**config.mk**
```make
export PLATFORM = sky130hd
export DESIGN_NAME = tone_decoder
export DESIGN_NICKNAME = d
export VERILOG_FILES = /design/src/rtl/tone_decoder.sv
export SDC_FILE = /design/constraint.sdc
export NUM_CORES = 1
export LEC_CHECK = 0
export BUFFER_PORTS_ARGS = -buffer_cell sky130_fd_sc_hd__buf_2
export CORE_MARGIN = 2
export CORE_UTILIZATION = 43
export DETAILED_ROUTE_END_ITERATION = 7
export PLACE_DENSITY = 0.72
export RECOVER_POWER = 100
export SLEW_MARGIN = 30
export SYNTH_ARGS = -nofsm -noshare
export SYNTH_HDL_FRONTEND = slang
export SYNTH_SLANG_ARGS = --single-unit
```
**constraint.sdc**
```tcl
create_clock -name clk -period 5.66 [get_ports clk]
set_input_delay 0.566 -clock clk [delete_from_list [all_inputs] [get_ports clk]]
set_output_delay 0.566 -clock clk [all_outputs]
set_load 0.005 [all_outputs]
```
**src/rtl/tone_decoder.sv**
```systemverilog
// Detects a game tone on an asynchronous square wave by counting its rising edges over 100 ms gate windows.
// The input must produce the same valid class in two consecutive windows before the tone is locked.
module tone_decoder #(
  parameter int SYNC_STAGES = 2
) (
  input  logic        clk,
  input  logic        rst,
  input  logic [15:0] ticks_per_milli,
  input  logic        sound_in,
  output logic [1:0]  tone,
  output logic        tone_valid,
  output logic        tone_event,
  output logic [11:0] freq_est
);

  typedef enum logic [1:0] {IDLE, CANDIDATE, LOCKED} state_t;

  logic [SYNC_STAGES-1:0] sync_q;
  logic        prev_q;
  logic        rise;
  logic [15:0] tpm_eff;
  logic [15:0] tick_q;
  logic [6:0]  ms_q;
  logic        tick_last;
  logic        win_close;
  logic [7:0]  edge_cnt_q;
  logic [1:0]  cls;
  logic        cls_ok;
  logic [1:0]  cls_q, next_cls;
  state_t      state_q, next_state;

  assign rise    = sync_q[SYNC_STAGES-1] & ~prev_q;
  assign tpm_eff = (ticks_per_milli == 16'd0) ? 16'd1 : ticks_per_milli;
  // A comparison rather than an equality lets a lowered ticks_per_milli wrap on the next cycle.
  assign tick_last = (tick_q >= tpm_eff - 16'd1);
  assign win_close = tick_last && (ms_q == 7'd99);

  always_ff @(posedge clk) begin
    if (rst) begin
      sync_q     <= '0;
      prev_q     <= 1'b0;
      tick_q     <= 16'd0;
      ms_q       <= 7'd0;
      edge_cnt_q <= 8'd0;
    end else begin
      sync_q <= {sync_q[SYNC_STAGES-2:0], sound_in};
      prev_q <= sync_q[SYNC_STAGES-1];
      tick_q <= tick_last ? 16'd0 : tick_q + 16'd1;
      if (tick_last) ms_q <= (ms_q == 7'd99) ? 7'd0 : ms_q + 7'd1;
      // An edge on the closing cycle belongs to the next window.
      if (win_close)
        edge_cnt_q <= rise ? 8'd1 : 8'd0;
      else if (rise && edge_cnt_q != 8'd255)
        edge_cnt_q <= edge_cnt_q + 8'd1;
    end
  end

  always_comb begin
    cls    = 2'd0;
    cls_ok = 1'b1;
    if (edge_cnt_q >= 8'd17 && edge_cnt_q <= 8'd22)      cls = 2'd0;
    else if (edge_cnt_q >= 8'd24 && edge_cnt_q <= 8'd29) cls = 2'd1;
    else if (edge_cnt_q >= 8'd31 && edge_cnt_q <= 8'd36) cls = 2'd2;
    else if (edge_cnt_q >= 8'd74 && edge_cnt_q <= 8'd84) cls = 2'd3;
    else                                                 cls_ok = 1'b0;
  end

  always_ff @(posedge clk) begin
    if (rst) begin
      state_q <= IDLE;
      cls_q   <= 2'd0;
    end else begin
      state_q <= next_state;
      cls_q   <= next_cls;
    end
  end

  always_comb begin
    next_state = state_q;
    next_cls   = cls_q;
    if (win_close) begin
      case (state_q)
        IDLE: begin
          if (cls_ok) begin
            next_state = CANDIDATE;
            next_cls   = cls;
          end
        end
        CANDIDATE: begin
          if (!cls_ok)            next_state = IDLE;
          else if (cls == cls_q)  next_state = LOCKED;
          else                    next_cls   = cls;
        end
        LOCKED: begin
          if (!cls_ok) next_state = IDLE;
          else if (cls != cls_q) begin
            next_state = CANDIDATE;
            next_cls   = cls;
          end
        end
        default: next_state = IDLE;
      endcase
    end
  end

  always_ff @(posedge clk) begin
    if (rst) begin
      tone       <= 2'd0;
      tone_valid <= 1'b0;
      tone_event <= 1'b0;
      freq_est   <= 12'd0;
    end else if (win_close) begin
      tone_valid <= (next_state == LOCKED);
      tone_event <= (next_state == LOCKED) && (state_q != LOCKED);
      if (next_state == LOCKED) tone <= next_cls;
      freq_est   <= 12'(edge_cnt_q) * 12'd10;
    end else begin
      tone_event <= 1'b0;
    end
  end

endmodule

```
# Word-level counts from Yosys, hierarchy flattened
# Cells that the tools add are included.
# totals
n_memories	0
rom_bits	0
ram_bits	0
latch_bits	0
register_bits	53
input_bits	19
# classes
reduce_logical	13
n_addsub	4
bitwise_logic	3
magnitude_cmp	9
eq_ne	8
n_mux	27
shift	0
div	0
multipliers	1
# op_table
cell	n
$mux 2	16
$ge 8x5->1 const B	3
$add 16x1->16 const B	1
$ge 16x16->1	1
$le 8x5->1 const B	2
$logic_not 16->1	1
$mux 16	1
$mux 8	2
$sub 16x1->16 const B	1
$pmux 2 s3	2
$mul 8x3->11 const B	1
$add 8x1->8 const B	1
$ge 8x7->1 const B	1
$le 8x6->1 const B	1
$le 8x7->1 const B	1
$ne 8x8->1 const B	1
$add 7x1->7 const B	1
$eq 7x7->1 const B	1
$logic_and 1x1->1	7
$mux 7	1
$mux 1	5
$eq 2x2->1 const B	2
$reduce_or 2->1	2
$eq 2x1->1 const B	1
8 further kinds	9

# Depth between registers and ports, before layout
# depth
ltp_word	13
ltp_mapped	19
depth_no_buf	17

# Worst setup path after synthesis
# OpenSTA, ideal clock, no wires.
# synth_path
path_kind	input-to-reg
start	in ticks_per_milli[9]
end	reg edge_cnt_q[2]
arrival_time_ps	4264
path_stages	19
t_required_ps	5595
setup_slack_ps	1330
cell_sequence	or4_1 > or3_1 > nor3b_1 > a21oi_1 > ha_1 > nand2b_1 > nand2b_1 > nor2_1 > xnor2_1 > ha_1 > a21oi_1 > a21boi_1 > a2111oi_0 > o21ai_1 > nand2b_1 > clkbuf_1 > nand2b_1 > clkbuf_1 > nor2_1
# synth_via
elab_chain_len	6
# synth_rtl
element	line_no	source
start: declaration	8	input logic [15:0] ticks_per_milli,
$logic_not 16->1	33	assign tpm_eff = (ticks_per_milli == 16'd0) ? 16'd1 : ticks_per_milli;
$mux 16 *	33	
$sub 16x1->16 *	35	assign tick_last = (tick_q >= tpm_eff - 16'd1);
$ge 16x16->1 *	35	
$logic_and 1x1->1 *	36	assign win_close = tick_last && (ms_q == 7'd99);
$mux 8 / $reduce_bool 2->1 (equally long branches)	n/a	
end signal: assignment	52	edge_cnt_q <= rise ? 8'd1 : 8'd0;
end signal: assignment	54	edge_cnt_q <= edge_cnt_q + 8'd1;
end: declaration	26	logic [7:0] edge_cnt_q;
# Mark *: on every way between the ends. The rest lies on a longest branch, timed or not.
# A chain may end at the register's enable or synchronous reset.

# Worst setup path in the final report
# layout_path
start	in ticks_per_milli[9]
end	reg edge_cnt_q[7]
# Same word-level chain as after synthesis.

==> metrics.md <==
| Metric | Value |
|---|---|
| Share of cells above drive strength 1 | 10.5% |
| Core ar. | 7610 um^2 |
| Fin. max-slew vios | 0 |
| Post-synthesis sequential element count | 53 |
| DRC | 0 |
| Io pins | 35 |
| First-pass GRT wire length | 11.8 mm |
| Grt total ovfl | 0 |
| Routed wire per std cell | 12.6 um |
| Fmax | 209 MHz |
| Pwr Density | 188 nW/um^2 |
| Netlist cell types | 57 |
| Critical-path top delay cell | or4_1 |
| Sequential share of power | 55.4% |
| Cell mode on critical path | nand2b_1 |
| Avg Inst Size Synth | 8.51 um^2 |
| Status | completed |
| Largest net degree at the start of global routing | 28 |
| Post-Syn Area | 3340 um^2 |
| Post-Route WL | 6.59 mm |
| Die ar. | 8480 um^2 |
| Sink Count | 53 |
| DR vias | 2713 |
| Final critical-path share of the clock period | 84.7% |
| Drt first pass iters | 4 |
| Main synth FF type | dfxtp_1 |
| Net switching power | 157 uW |
| Peak VDD IR | 0.107 mV |
| H-Tree Depth | 2 |
| Syn Inst Count | 392 |
| Number of global-route vias before repair | 2697 |
| Final antenna-violating net count | 0 |
| Post_cts resized | 0 |
| Vias per inst | 5.19 |
| Hold-fix buffer count after cts | 0 |
| Root buffer cell | clkbuf_8 |
| Setup crit end kind | flop |
| DR iter-0 viols | 122 |
| Unrepaired setup endpoints after global routing | false |
| Inserted Diodes | 0 |
| Worst-Skew Late Latency | 0.31 ns |
| Fin crit period | 4.79 ns |
| Critical Path, Cell by Cell | clkbuf_1 > or4_1 > or3_1 > nor3b_1 > a21oi_1 > ha_1 > nand2b_1 > nand2b_1 > nor2_1 > xnor2_1 > ha_1 > a21oi_1 > a21boi_0 > a2111oi_0 > o21ai_0 > nand2b_1 > buf_4 > nand2b_1 > a21oi_1 |
| Initial Utilization | 43.8% |
| Final Hold Viols | 0 |
| Commonest non-fill, non-tap cell in the layout | dfxtp_1 |
| GPL Wtd Cong | 0.829 |
| Initial antenna violation count | 0 |
| Combinational power share | 6.9% |
| Crit path kind | input pin to flop |
| Power Internal | 529 uW |
| Post-route setup TNS | 0 ns |
| Max Buffers Root-to-Sink | 2 |
| Post-synth EDFFs | 0 |
| HP Class | flop to flop |
| Worst setup SP type | input pin |
| Chip height | 92.1 um |
| Slew margin rel. | 21.0% |
| # Post-CTS Setup Buffers | 0 |
| Clk_skew | 0.00742 ns |
| Syn Nets | 448 |
| Leak pwr | 0.00144 uW |
| Share of flip-flops with an asynchronous set or reset | 0% |
| Sw Ratio | 22.9% |
| Layout net count | 476 |
| Max incr delay on CP | 0.58 ns |
| Endpoints failing setup | 0 |
| Hold wc startpoint | sync_q[0] |
| Commonest cells after routing, fill and taps aside | dfxtp_1, nor2_1, nand2_1 |
| Sequential element share of the synthesized area | 31.8% |
| Clock power share | 37.7% |
| Worst Path Arrival | 5.03 ns |
| Buffers on Ports | 33 |
| YS warnings | 0 |
| MaxCap Viol Count | 0 |
| Chip width | 92.1 um |
| Synth-to-layout area growth | 9.04% |
| Worst setup path startpoint | ticks_per_milli[9] |
| CP required | 5.90 ns |
| Worst slew pin tran | 1.19 ns |
| R2r startpoint | edge_cnt_q[1] |
| Crit-path max FO | 16 |
| DPL Wire Length | 4.89 mm |
| Clock buffer count from CTS | 5 |
| FP Rows | 32 |
| CTS tree | yes |
| Fin util | 47.8% |
| Overall Global Routing Usage | 16.6% |
| Worst-path clk slew | 0.10 ns |
## cells in the mapped netlist, types with 3 or more instances
master	n	area (um^2)
xnor2_1	22	193
o21ai_0	4	20.0
nand3_1	15	75.1
nor3_1	5	25.0
clkbuf_1	6	22.5
nor4_1	6	37.5
or4_1	3	22.5
ha_1	36	450
nand2_1	40	150
buf_6	3	33.8
dfxtp_1	53	1060
nand4_1	8	50.1
nor2_1	50	188
a21oi_1	30	150
o21bai_1	6	45.0
xor2_1	21	184
nor2b_1	6	37.5
nand2b_1	9	56.3
nand3b_1	3	22.5
inv_1	12	45.0
and3_1	6	37.5
o21ai_1	3	15.0
or3_1	5	31.3
## state kept, by name, summed over array words and instances, names as in the netlist
| signal | flops |
|---|---|
| edge_cnt_q | 8 |
| state_q | 2 |
| freq_est | 11 |
| sync_q | 2 |
| ms_q | 7 |
| tick_q | 16 |
| tone_event | 1 |
| tone | 2 |
| cls_q | 2 |
| tone_valid | 1 |
| prev_q | 1 |
## metrics by stage
stage                     cell area (um^2)  hold slack [ns]  instances  worst slack, ns  power [uW]
after floorplan                       3340            0.414        392             1.33         421
after global placement                3550            0.444        515            0.799         435
after detailed placement              3550            0.446        515            0.668         436
after CTS                             3670            0.460        523            0.990         696
after global routing                  3640            0.464        523            0.372         717
final                                 3640            0.462        523            0.866         686
## power groups by stage
stage               clock network, uW  logic [uW]  registers (uW)
finish                            258        47.6             380
global route                      281        55.2             380
CTS                               268        48.4             380
detailed placement                  0        48.0             388
global placement                    0        46.6             388
floorplan                           0        34.0             387
## area by class of cell
type                    instances  area [um^2]
inverters                      12         45.0
fillers                       768         3970
repair buffers                 35          166
flip-flops and latches         53         1060
multi-input cells             313         2120
clock buffers                   5         68.8
well taps                     102          128
clock inverters                 3         46.3
## cells by family after synthesis
| kind of cell | count (synthesis) | share of synthesized area (%) |
|---|---|---|
| other cells | 1 | 0.112 |
| compound gates | 64 | 12.6 |
| flops | 53 | 31.8 |
| simple gates | 167 | 25.7 |
| fa+ha+maj | 37 | 14.1 |
| mux | 1 | 0.300 |
| buf+inv | 26 | 4.09 |
| xor+xnor | 43 | 11.3 |
## critical path: cells and delay by family
family                   cells  cell delay [ns]
adder cells (fa/ha/maj)      2             0.54
XOR/XNOR                     1             0.13
buffers and inverters        2             0.36
AO/OA/AOI/OAI                6             1.38
AND/OR/NAND/NOR              8             2.06
## final timing paths
| path | to | slack [ns] | cells past startpoint |
|---|---|---|---|
| setup / recovery | edge_cnt_q[7] | 0.87 | 19 |
| hold reg to reg | sync_q[1] | 0.46 | 1 |
| hold / removal | sync_q[1] | 0.46 | 1 |
| setup reg to reg | tone[1] | 2.89 | 9 |
## routing by layer
| metal | GRT usage [%] | share of wire [%] |
|---|---|---|
| met1 | 21.0 | 46 |
| met2 | 29.7 | 48 |
| met3 | 2.05 | 3.7 |
| met4 | 4.60 | 1.4 |
| met5 | 0 | 0 |
(Power assumes the default switching activity.)
